File: src/rtl/lsu_mem_initiator.sv
// lsu_mem_initiator: load/store initiator between the execute/mem stage and a word-organised
// data memory. Takes one RV32I load or store per request, issues word-aligned accesses with
// byte-lane write enables, splits misaligned halfword/word accesses into two word accesses,
// reassembles and extends load data, and reports completion with a one-cycle response pulse.
//
// Ports:
//   clk, reset            single clock, synchronous active-high reset
//   req_valid/req_ready   request handshake; ready only while idle
//   req_we, req_funct3    store flag and RV32I funct3 (size / signedness)
//   req_addr, req_wdata   byte address and right-justified store data
//   mem_addr              word-aligned byte address to data memory
//   mem_re                read strobe; mem_rd is valid the following cycle
//   mem_wr, mem_wd        byte-lane write enables and lane-positioned write data
//   mem_rd                word read data
//   resp_valid            one-cycle completion pulse
//   resp_rdata, resp_err  extended load result and illegal-funct3 flag
module lsu_mem_initiator #(
  parameter int unsigned DM_ADDRESS = 9,
  parameter int unsigned DATA_W     = 32
) (
  input  logic                  clk,
  input  logic                  reset,
  input  logic                  req_valid,
  output logic                  req_ready,
  input  logic                  req_we,
  input  logic [2:0]            req_funct3,
  input  logic [DM_ADDRESS-1:0] req_addr,
  input  logic [DATA_W-1:0]     req_wdata,
  output logic [DM_ADDRESS-1:0] mem_addr,
  output logic                  mem_re,
  output logic [3:0]            mem_wr,
  output logic [DATA_W-1:0]     mem_wd,
  input  logic [DATA_W-1:0]     mem_rd,
  output logic                  resp_valid,
  output logic [DATA_W-1:0]     resp_rdata,
  output logic                  resp_err
);

  localparam int unsigned WordW = DM_ADDRESS - 2;

  typedef enum logic [1:0] {StIdle, StAcc0, StAcc1, StResp} state_e;

  state_e                state_q, state_d;
  logic                  we_q;
  logic [2:0]            funct3_q;
  logic [DM_ADDRESS-1:0] addr_q;
  logic [DATA_W-1:0]     wdata_q;
  logic [DATA_W-1:0]     buf0_q;
  logic                  err_q;

  logic                  accept;
  logic [1:0]            offset;
  logic [2:0]            size;
  logic [3:0]            size_mask;
  logic [7:0]            lane_en;
  logic                  split;
  logic [WordW-1:0]      word_next;
  logic [DATA_W-1:0]     wdata_sized;
  logic [DATA_W-1:0]     wdata_rot;
  logic [DATA_W-1:0]     wr_mask;
  logic [DATA_W-1:0]     ld_first;
  logic [DATA_W-1:0]     ld_word;
  logic [DATA_W-1:0]     ld_ext;
  logic [DATA_W-1:0]     resp_rdata_d;

  function automatic logic is_illegal(input logic we, input logic [2:0] f3);
    if (we) begin
      return !(f3 inside {3'b000, 3'b001, 3'b010});
    end
    return f3 inside {3'b011, 3'b110, 3'b111};
  endfunction

  assign accept = req_valid && (state_q == StIdle);

  // Request latch and first-word buffer for split loads.
  always_ff @(posedge clk) begin
    if (reset) begin
      we_q     <= 1'b0;
      funct3_q <= '0;
      addr_q   <= '0;
      wdata_q  <= '0;
      buf0_q   <= '0;
      err_q    <= 1'b0;
    end else begin
      if (accept) begin
        we_q     <= req_we;
        funct3_q <= req_funct3;
        addr_q   <= req_addr;
        wdata_q  <= req_wdata;
        err_q    <= is_illegal(req_we, req_funct3);
      end
      // mem_rd during ACC1 carries the word read in ACC0.
      if (state_q == StAcc1 && !we_q) begin
        buf0_q <= mem_rd;
      end
    end
  end

  // Access geometry derived from the latched request.
  always_comb begin
    offset = addr_q[1:0];
    unique case (funct3_q[1:0])
      2'b00: begin
        size        = 3'd1;
        size_mask   = 4'b0001;
        wdata_sized = {24'h0, wdata_q[7:0]};
      end
      2'b01: begin
        size        = 3'd2;
        size_mask   = 4'b0011;
        wdata_sized = {16'h0, wdata_q[15:0]};
      end
      default: begin
        size        = 3'd4;
        size_mask   = 4'b1111;
        wdata_sized = wdata_q;
      end
    endcase
    split     = ({1'b0, offset} + size) > 3'd4;
    // Low nibble: lanes of the first word; high nibble: lanes spilling into the next word.
    lane_en   = {4'b0000, size_mask} << offset;
    word_next = addr_q[DM_ADDRESS-1:2] + WordW'(1);
    // Byte k of the store data lands on lane (offset + k) % 4.
    unique case (offset)
      2'd0:    wdata_rot = wdata_sized;
      2'd1:    wdata_rot = {wdata_sized[23:0], wdata_sized[31:24]};
      2'd2:    wdata_rot = {wdata_sized[15:0], wdata_sized[31:16]};
      default: wdata_rot = {wdata_sized[7:0], wdata_sized[31:8]};
    endcase
  end

  // Load reassembly: bytes below lane 4 come from the first word, the rest from the current one.
  always_comb begin
    ld_first = split ? buf0_q : mem_rd;
    unique case (offset)
      2'd0:    ld_word = ld_first;
      2'd1:    ld_word = {mem_rd[7:0], ld_first[31:8]};
      2'd2:    ld_word = {mem_rd[15:0], ld_first[31:16]};
      default: ld_word = {mem_rd[23:0], ld_first[31:24]};
    endcase
    case (funct3_q)
      3'b000:  ld_ext = {{24{ld_word[7]}}, ld_word[7:0]};
      3'b001:  ld_ext = {{16{ld_word[15]}}, ld_word[15:0]};
      3'b010:  ld_ext = ld_word;
      3'b100:  ld_ext = {24'h0, ld_word[7:0]};
      3'b101:  ld_ext = {16'h0, ld_word[15:0]};
      default: ld_ext = '0;
    endcase
    resp_rdata_d = (we_q || err_q) ? '0 : ld_ext;
  end

  // FSM: state register.
  always_ff @(posedge clk) begin
    if (reset) begin
      state_q <= StIdle;
    end else begin
      state_q <= state_d;
    end
  end

  // FSM: next state.
  always_comb begin
    state_d = state_q;
    unique case (state_q)
      StIdle: begin
        if (req_valid) begin
          state_d = is_illegal(req_we, req_funct3) ? StResp : StAcc0;
        end
      end
      StAcc0:  state_d = split ? StAcc1 : StResp;
      StAcc1:  state_d = StResp;
      StResp:  state_d = StIdle;
      default: state_d = StIdle;
    endcase
  end

  // FSM: memory-side outputs.
  always_comb begin
    req_ready = (state_q == StIdle);
    mem_addr  = '0;
    mem_re    = 1'b0;
    mem_wr    = 4'b0000;
    case (state_q)
      StAcc0: begin
        mem_addr = {addr_q[DM_ADDRESS-1:2], 2'b00};
        if (we_q) begin
          mem_wr = lane_en[3:0];
        end else begin
          mem_re = 1'b1;
        end
      end
      StAcc1: begin
        mem_addr = {word_next, 2'b00};
        if (we_q) begin
          mem_wr = lane_en[7:4];
        end else begin
          mem_re = 1'b1;
        end
      end
      default: ;
    endcase
    // Only lanes enabled this cycle carry data; everything else is driven to zero.
    wr_mask = {{8{mem_wr[3]}}, {8{mem_wr[2]}}, {8{mem_wr[1]}}, {8{mem_wr[0]}}};
    mem_wd  = wdata_rot & wr_mask;
  end

  // Registered response, issued on the edge leaving RESP.
  always_ff @(posedge clk) begin
    if (reset) begin
      resp_valid <= 1'b0;
      resp_err   <= 1'b0;
      resp_rdata <= '0;
    end else begin
      resp_valid <= (state_q == StResp);
      resp_err   <= (state_q == StResp) && err_q;
      resp_rdata <= (state_q == StResp) ? resp_rdata_d : '0;
    end
  end

endmodule

File: config.mk
export PLATFORM = sky130hd
export DESIGN_NAME = lsu_mem_initiator
export DESIGN_NICKNAME = d
export VERILOG_FILES = /design/src/rtl/lsu_mem_initiator.sv
export SDC_FILE = /design/constraint.sdc
export NUM_CORES = 1
export LEC_CHECK = 0
export BUFFER_PORTS_ARGS = -buffer_cell sky130_fd_sc_hd__buf_2
export CAP_MARGIN = 10
export CORE_MARGIN = 4
export CORE_UTILIZATION = 45
export CTS_BUF_LIST = sky130_fd_sc_hd__clkbuf_4
export DETAILED_ROUTE_END_ITERATION = 6
export PLACE_DENSITY_LB_ADDON = 0.05
export REMOVE_ABC_BUFFERS = 1
export SYNTH_ARGS = -nofsm -noshare
export SYNTH_HDL_FRONTEND = slang
export SYNTH_SLANG_ARGS = --single-unit
File: constraint.sdc
create_clock -name clk -period 4.15 [get_ports clk]
set_input_delay 0.83 -clock clk [delete_from_list [all_inputs] [get_ports clk]]
set_output_delay 0.83 -clock clk [all_outputs]
set_load 0.01 [all_outputs]
==> reports/results.txt, run 1 <==
Status: completed
Final WL: 21.39 mm
Die span in x: 130.8 um
Die Ht: 130.8 um
Crit end category: output pin
# setup viols final: 0
Placed Area: 7548 um^2
H-tree depth: 4
Post-layout util: 0.5343
CP Class: flop to output pin
Via density: 5.839
CTS Buf Count: 17
Pins over their slew limit: 0
Slew at the pin closest to its max-slew limit: 0.9559 ns
Post-CTS setup buffer count: 0
PD cells: 495.6 nW/um^2
Layout area overhead: 15.26%
Fraction of layout cells with a size suffix above 1: 0.2523
Ys flop type: dfxtp_1
Syn Std Cell Area: 6788 um^2
Core Region: 14640 um^2
Clk Latency, worst-skew pair: 0.54 ns
Fin area: 7824 um^2
CTS tree: done
Largest net degree at the start of global routing: 81
Most common cell in the netlist: nand2_1
WL/cell: 18.12 um
Clock Tree Root: clkbuf_4
Cell taking the most area after synthesis: dfxtp_1
# resized after CTS: 0
Starting Density: 0.4635
WP data required: 3.32 ns
Dpl ws: 0.7744 ns
Yosys reg bits: 114
FFs w/ async S/R, synth: 0
DR pass1 iterations: 5
Rel. slew slack: 0.3620
Nets: 1072
Gr usage total: 0.2477
Num rows: 44
Grt ovf: 0
Reg2reg start: funct3_q[0]
Post-synthesis area per instance: 7.793 um^2
Fin worst setup slack: 0.3187 ns
Final hold vios: 0
DPL Wire Length: 13.95 mm
GPL Wtd Cong: 0.8546
Min-delay worst type: flop to flop
Vias in the first global route: 6302
# DRC: 0
Total power: 3877 uW
Die area: 17110 um^2
Worst-path fanout max: 26
Worst hold start: buf0_q[27]
PortBufs: 158
Post-Synthesis Cells: 871
Worst Path Arrival: 3.00 ns
Part of the Yosys area used for sequential elements: 0.3362
# Max-Cap Violations: 0
Syn. warnings: 0
Area contributors post-synth: dfxtp_1 (34%), nand2_1 (11%), a21oi_1 (7.5%)
Max rail drop VDD: 0.2172 mV
Max Fclk: 261.0 MHz
Setup Skew: 0.01372 ns
Clk slew on worst S/H paths: 0.09 ns
Iteration-0 DRC Markers: 593
Post-route ant nets: 0
Netlist cell types: 67
# IOs: 161
Initial antenna violation count: 1
First-pass GRT wire length: 33.35 mm
Routed vias: 6890
Clk sink count: 114
Commonest cells post-synth: nand2_1 (205), dfxtp_1 (114), a21oi_1 (102)
Post-Route Setup TNS: 0 ns
Yosys top cell area share: 0.3362
RSZ-0062 raised after global routing: false
Clock buffer depth: 2
Worst setup SP type: flop
Post-synth EDFFs: 0
CP Launch Point: addr_q[0]
Min cycle time layout: 3.831 ns
Fin crit share: 0.9232
Leakage power: 0.003097 uW
Hold-fix buffers at CTS: 0
[layer usage]
layer | track usage | wire, um | vias to the layer above
met1 | 0.3370 | 9833 | 3209
met5 | 0 | 0 | -
met2 | 0.3918 | 9742 | 261
li1 | - | - | 3390
met4 | 0.07864 | 390 | 0
met3 | 0.05528 | 1419 | 30
[final timing paths]
kind	cells past startpoint	end	slack, ns
max	6	mem_wd[7]	0.32
min	2	buf0_q[27]	0.46
max reg2reg	11	resp_rdata[20]	0.77
min reg2reg	2	buf0_q[27]	0.46
[through the flow]
step           hold WS, ns  cells
2_1_floorplan       0.4258    787
3_3_place_gp        0.4422   1149
3_5_place_dp        0.4436   1149
4_1_cts             0.4574   1179
5_1_grt             0.4758   1179
6_report            0.4575   1180
[report_power, final]
part | internal (uW) | total [uW] | switching (uW)
clock | 428 | 846 | 418
combinational | 526 | 1600 | 1070
sequential | 1270 | 1430 | 164
total | 2220 | 3880 | 1660
[layout by cell type, fill, tap and decap left out, types with 5 or more instances in the layout]
master and instances:
and2_1 8, clkbuf_4 21, o22a_1 5, inv_1 9
a21oi_1 102, a21o_1 7, a221o_1 7, a22o_1 8
buf_4 20, buf_2 158, nor2_1 30, a211oi_1 27
ha_1 7, a311oi_1 29, o211ai_1 12, a211o_1 10
and3_1 12, o21ai_0 30, nand2b_1 10, nand3_1 15
a31oi_2 16, clkinv_1 6, a221oi_1 14, dfxtp_1 112
a2bb2oi_1 8, mux2i_1 24, nand2_1 205
[final cells by class]
class	instances	area (um^2)
Timing Repair Buffer	178	940.9
Tap cell	184	230.2
Clock inverter	9	115.1
Inverter	12	45.04
Fill cell	1490	6820
Sequential cell	114	2287
Antenna cell	1	2.502
Multi-Input combinational cell	661	4045
Clock buffer	21	157.7
[kinds of logic (layout without fill, tap and decap cells)]
family          count (synthesis)  after routing  share of synthesized area
compound gates                305            305                     0.3242
xor+xnor                        2              2                   0.004794
fa+ha+maj                       8              8                    0.01585
buf+inv                        97            220                    0.06968
flops                         114            114                     0.3362
mux                            28             28                    0.04203
other cells                     1              3                  0.0005525
simple gates                  316            316                     0.2066
[registers in the layout, summed over array words and instances (netlist names)]
register and count:
wdata_q 32, funct3_q 3, resp_err 1, state_q 2, buf0_q 32, resp_valid 1
err_q 1, resp_rdata 32, addr_q 9, we_q 1
[worst max-delay path, stage by stage, from the launching register on]
cell     delay [ns]
dfxtp_2        0.65
or2_2          0.44
a22oi_1        0.13
o22ai_1        0.15
nand3_1        0.41
nor3_1         0.47
buf_2          0.21
(Power assumes the default switching activity.)
==> run 2: changes to the inputs <==
- GPL_TIMING_DRIVEN: unset -> 0
==> run 2 against run 1 <==
  * Worst setup slack got worse by 0.18 ns
  * Hold slack worse by 0.0026 ns
  * Highest routed layer unchanged
  * Total power decreased by 1.7%
  * Critical path type unchanged
  * Cell count down 0.42%
==> reports/results.txt, run 2 (synthesized netlist as in run 1, its figures left out) <==
Post-route ant nets: 0 (unchanged)
Final hold vios: 0 (unchanged)
Worst hold start: buf0_q[8]
WL/cell: 18.14 um (+0.11%)
# IOs: 161 (unchanged)
Critical path's largest stage delay: 0.64 ns (about the same)
DR pass1 iterations: 5 (unchanged)
WL met3: 1.643 mm (+16%)
Worst Path Arrival: 3.18 ns (+0.18 ns)
CTS Buf Count: 17 (unchanged)
Core Region: 14640 um^2 (unchanged)
R2R Setup Slk: 0.34 ns (-0.43 ns)
Min cycle time layout: 4.010 ns (+0.1783 ns)
Die area: 17110 um^2 (unchanged)
Dpl ws: -0.6275 ns (-1.402 ns)
DPL Wire Length: 13.42 mm (-3.8%)
Worst Path Buf+Inv: 2 (+1)
Gr usage total: 0.2449 (-0.002804)
FF-to-FF End: resp_rdata[20]
Clock buffer depth: 2 (unchanged)
Met1 WL: 9.213 mm (-6.3%)
Final WL: 21.32 mm (-0.31%)
Min-delay worst type: flop to flop
Reg2reg start: funct3_q[1]
Most common cell after layout, fill and taps aside: nand2_1
Total power: 3811 uW (-1.7%)
Clk slew on worst S/H paths: 0.10 ns (about the same)
Layout area overhead: 16.20%
Worst hold path stage count: 2 (unchanged)
Fin worst setup slack: 0.1404 ns (-0.1783 ns)
First-pass GRT wire length: 33.04 mm (-0.93%)
PortBufs: 158 (unchanged)
Max rail drop VDD: 0.2783 mV (+28%)
Status: completed
Slowest-stage cell, CP: dfxtp_4
Vias in the first global route: 6267 (-0.56%)
Nets: 1065 (-0.65%)
WP data required: 3.32 ns (about the same)
Post-Route Hold Slack: 0.4549 ns (-0.002606 ns)
H-tree depth: 4 (unchanged)
Via density: 5.909 (+1.2%)
Worst setup SP type: flop
Crit-path cells: buf_12 > or2_2 > a22oi_1 > o22ai_1 > nand3_1 > nor3_1 > buf_2
Post-Route Setup TNS: 0 ns (unchanged)
Leakage power: 0.003091 uW (-0.20%)
# DRC: 0 (unchanged)
Largest net degree at the start of global routing: 82 (+1.2%)
Clk sink count: 114 (unchanged)
# placed instances: 1136 (-1.1%)
Die span in x: 130.8 um (unchanged)
Rel. slew slack: 0.1955 (-0.1665)
R2R depth: 10 (-1)
Slew at the pin closest to its max-slew limit: 1.201 ns (+0.2456 ns)
Setup Skew: 0.01249 ns (-0.001233 ns)
Clock Tree Root: clkbuf_4
Num rows: 44 (unchanged)
Crit end category: output pin
CTS tree: done
Max Fclk: 249.4 MHz (-4.4%)
DR top layer: met4
PD cells: 483.1 nW/um^2 (-2.5%)
Pins over their slew limit: 0 (unchanged)
Initial antenna violation count: 2 (+1)
# setup viols final: 0 (unchanged)
Iteration-0 DRC Markers: 589 (-0.67%)
CP Class: flop to output pin
Fraction of layout cells with a size suffix above 1: 0.2548 (+0.002542)
Fin crit share: 0.9662 (+0.04297)
CP delay by family, top: simple AND/OR/NAND/NOR gates
GPL Wtd Cong: 0.8325 (-2.6%)
Routed vias: 6943 (+0.77%)
Starting Density: 0.4635 (unchanged)
Worst-path fanout max: 51 (+96%)
Clk Latency, worst-skew pair: 0.55 ns (about the same)
Hold EP: buf0_q[8]
Die Ht: 130.8 um (unchanged)
# Max-Cap Violations: 0 (unchanged)
Commonest non-fill, non-tap cells in the layout: nand2_1 (203), buf_2 (157), dfxtp_1 (111), a21oi_1 (102), o21ai_0 (30)
Largest registers: buf0_q x32, resp_rdata x32, wdata_q x32
Grt ovf: 0 (unchanged)
Met2 routed WL: 10.05 mm (+3.1%)
Non-filler cells in the finished layout: 1175 (-0.42%)
run 2: cell count changes in the layout (fill, tap and decap cells not counted), sizes merged:
cell	delta
bufinv	-2
buf	-7
clkinv	+2
diode	+1
clkbuf	+1
run 2: timing repair:
item / 4_1_cts / 5_1_grt
endpoints found under the setup margin: 62 / 45
gates resized for setup: 6 / 3
buffers inserted: 1 / 5
hold endpoints to repair: 0 / 0
hold buffers: 0 / 0
pin swaps: 1 / 1
run 2: worst max-delay path by stage:
stage,start,depth (start not counted),endpoint
floorplan,addr_q[1],7,resp_rdata[16]
global route,state_q[0],7,mem_wd[10]
finish,addr_q[1],7,mem_wd[7]
detailed placement,addr_q[0],8,resp_rdata[22]
CTS,funct3_q[1],11,resp_rdata[20]
global placement,addr_q[1],7,resp_rdata[22]
run 2: area by class of cell:
class | instances | area, um^2
fillers | 1474 | 6756
multi-input cells | 661 | 4084
flip-flops and latches | 114 | 2291
repair buffers | 171 | 996.0
well taps | 184 | 230.2
clock buffers | 22 | 165.2
clock inverters | 9 | 66.31
inverters | 12 | 50.05
diodes | 2 | 5.005
run 2: worst reg2reg max path: cells and delay by family (launching register included):
kind | cells | cell delay [ns]
and+or+nand+nor | 3 | 1.26
adders and majority gates | 2 | 0.66
AOI/OAI and AO/OA | 2 | 0.64
xor gates and xnor gates | 1 | 0.49
DFF | 1 | 0.48
buffers and inverters | 2 | 0.17
run 2: routing by layer:
layer | global-route usage | vias up
li1 | - | 3381
met1 | 0.3314 | 3229
met2 | 0.3834 | 303
met3 | 0.05691 | 30
met4 | 0.08711 | 0
met5 | 0 | -
run 2: through the flow:
stage                       util  cell area [um^2]
after detailed placement  0.5155              7548
final                     0.5386              7888
after CTS                 0.5337              7816
after global placement    0.5043              7385
after floorplan                -              6364
after global routing      0.5386              7888
run 2: where the power goes:
part / internal (uW) / total [uW] / switching (uW)
clock: 315 / 734 / 418
sequential: 1270 / 1450 / 185
combinational: 555 / 1630 / 1070
total: 2140 / 3810 / 1670
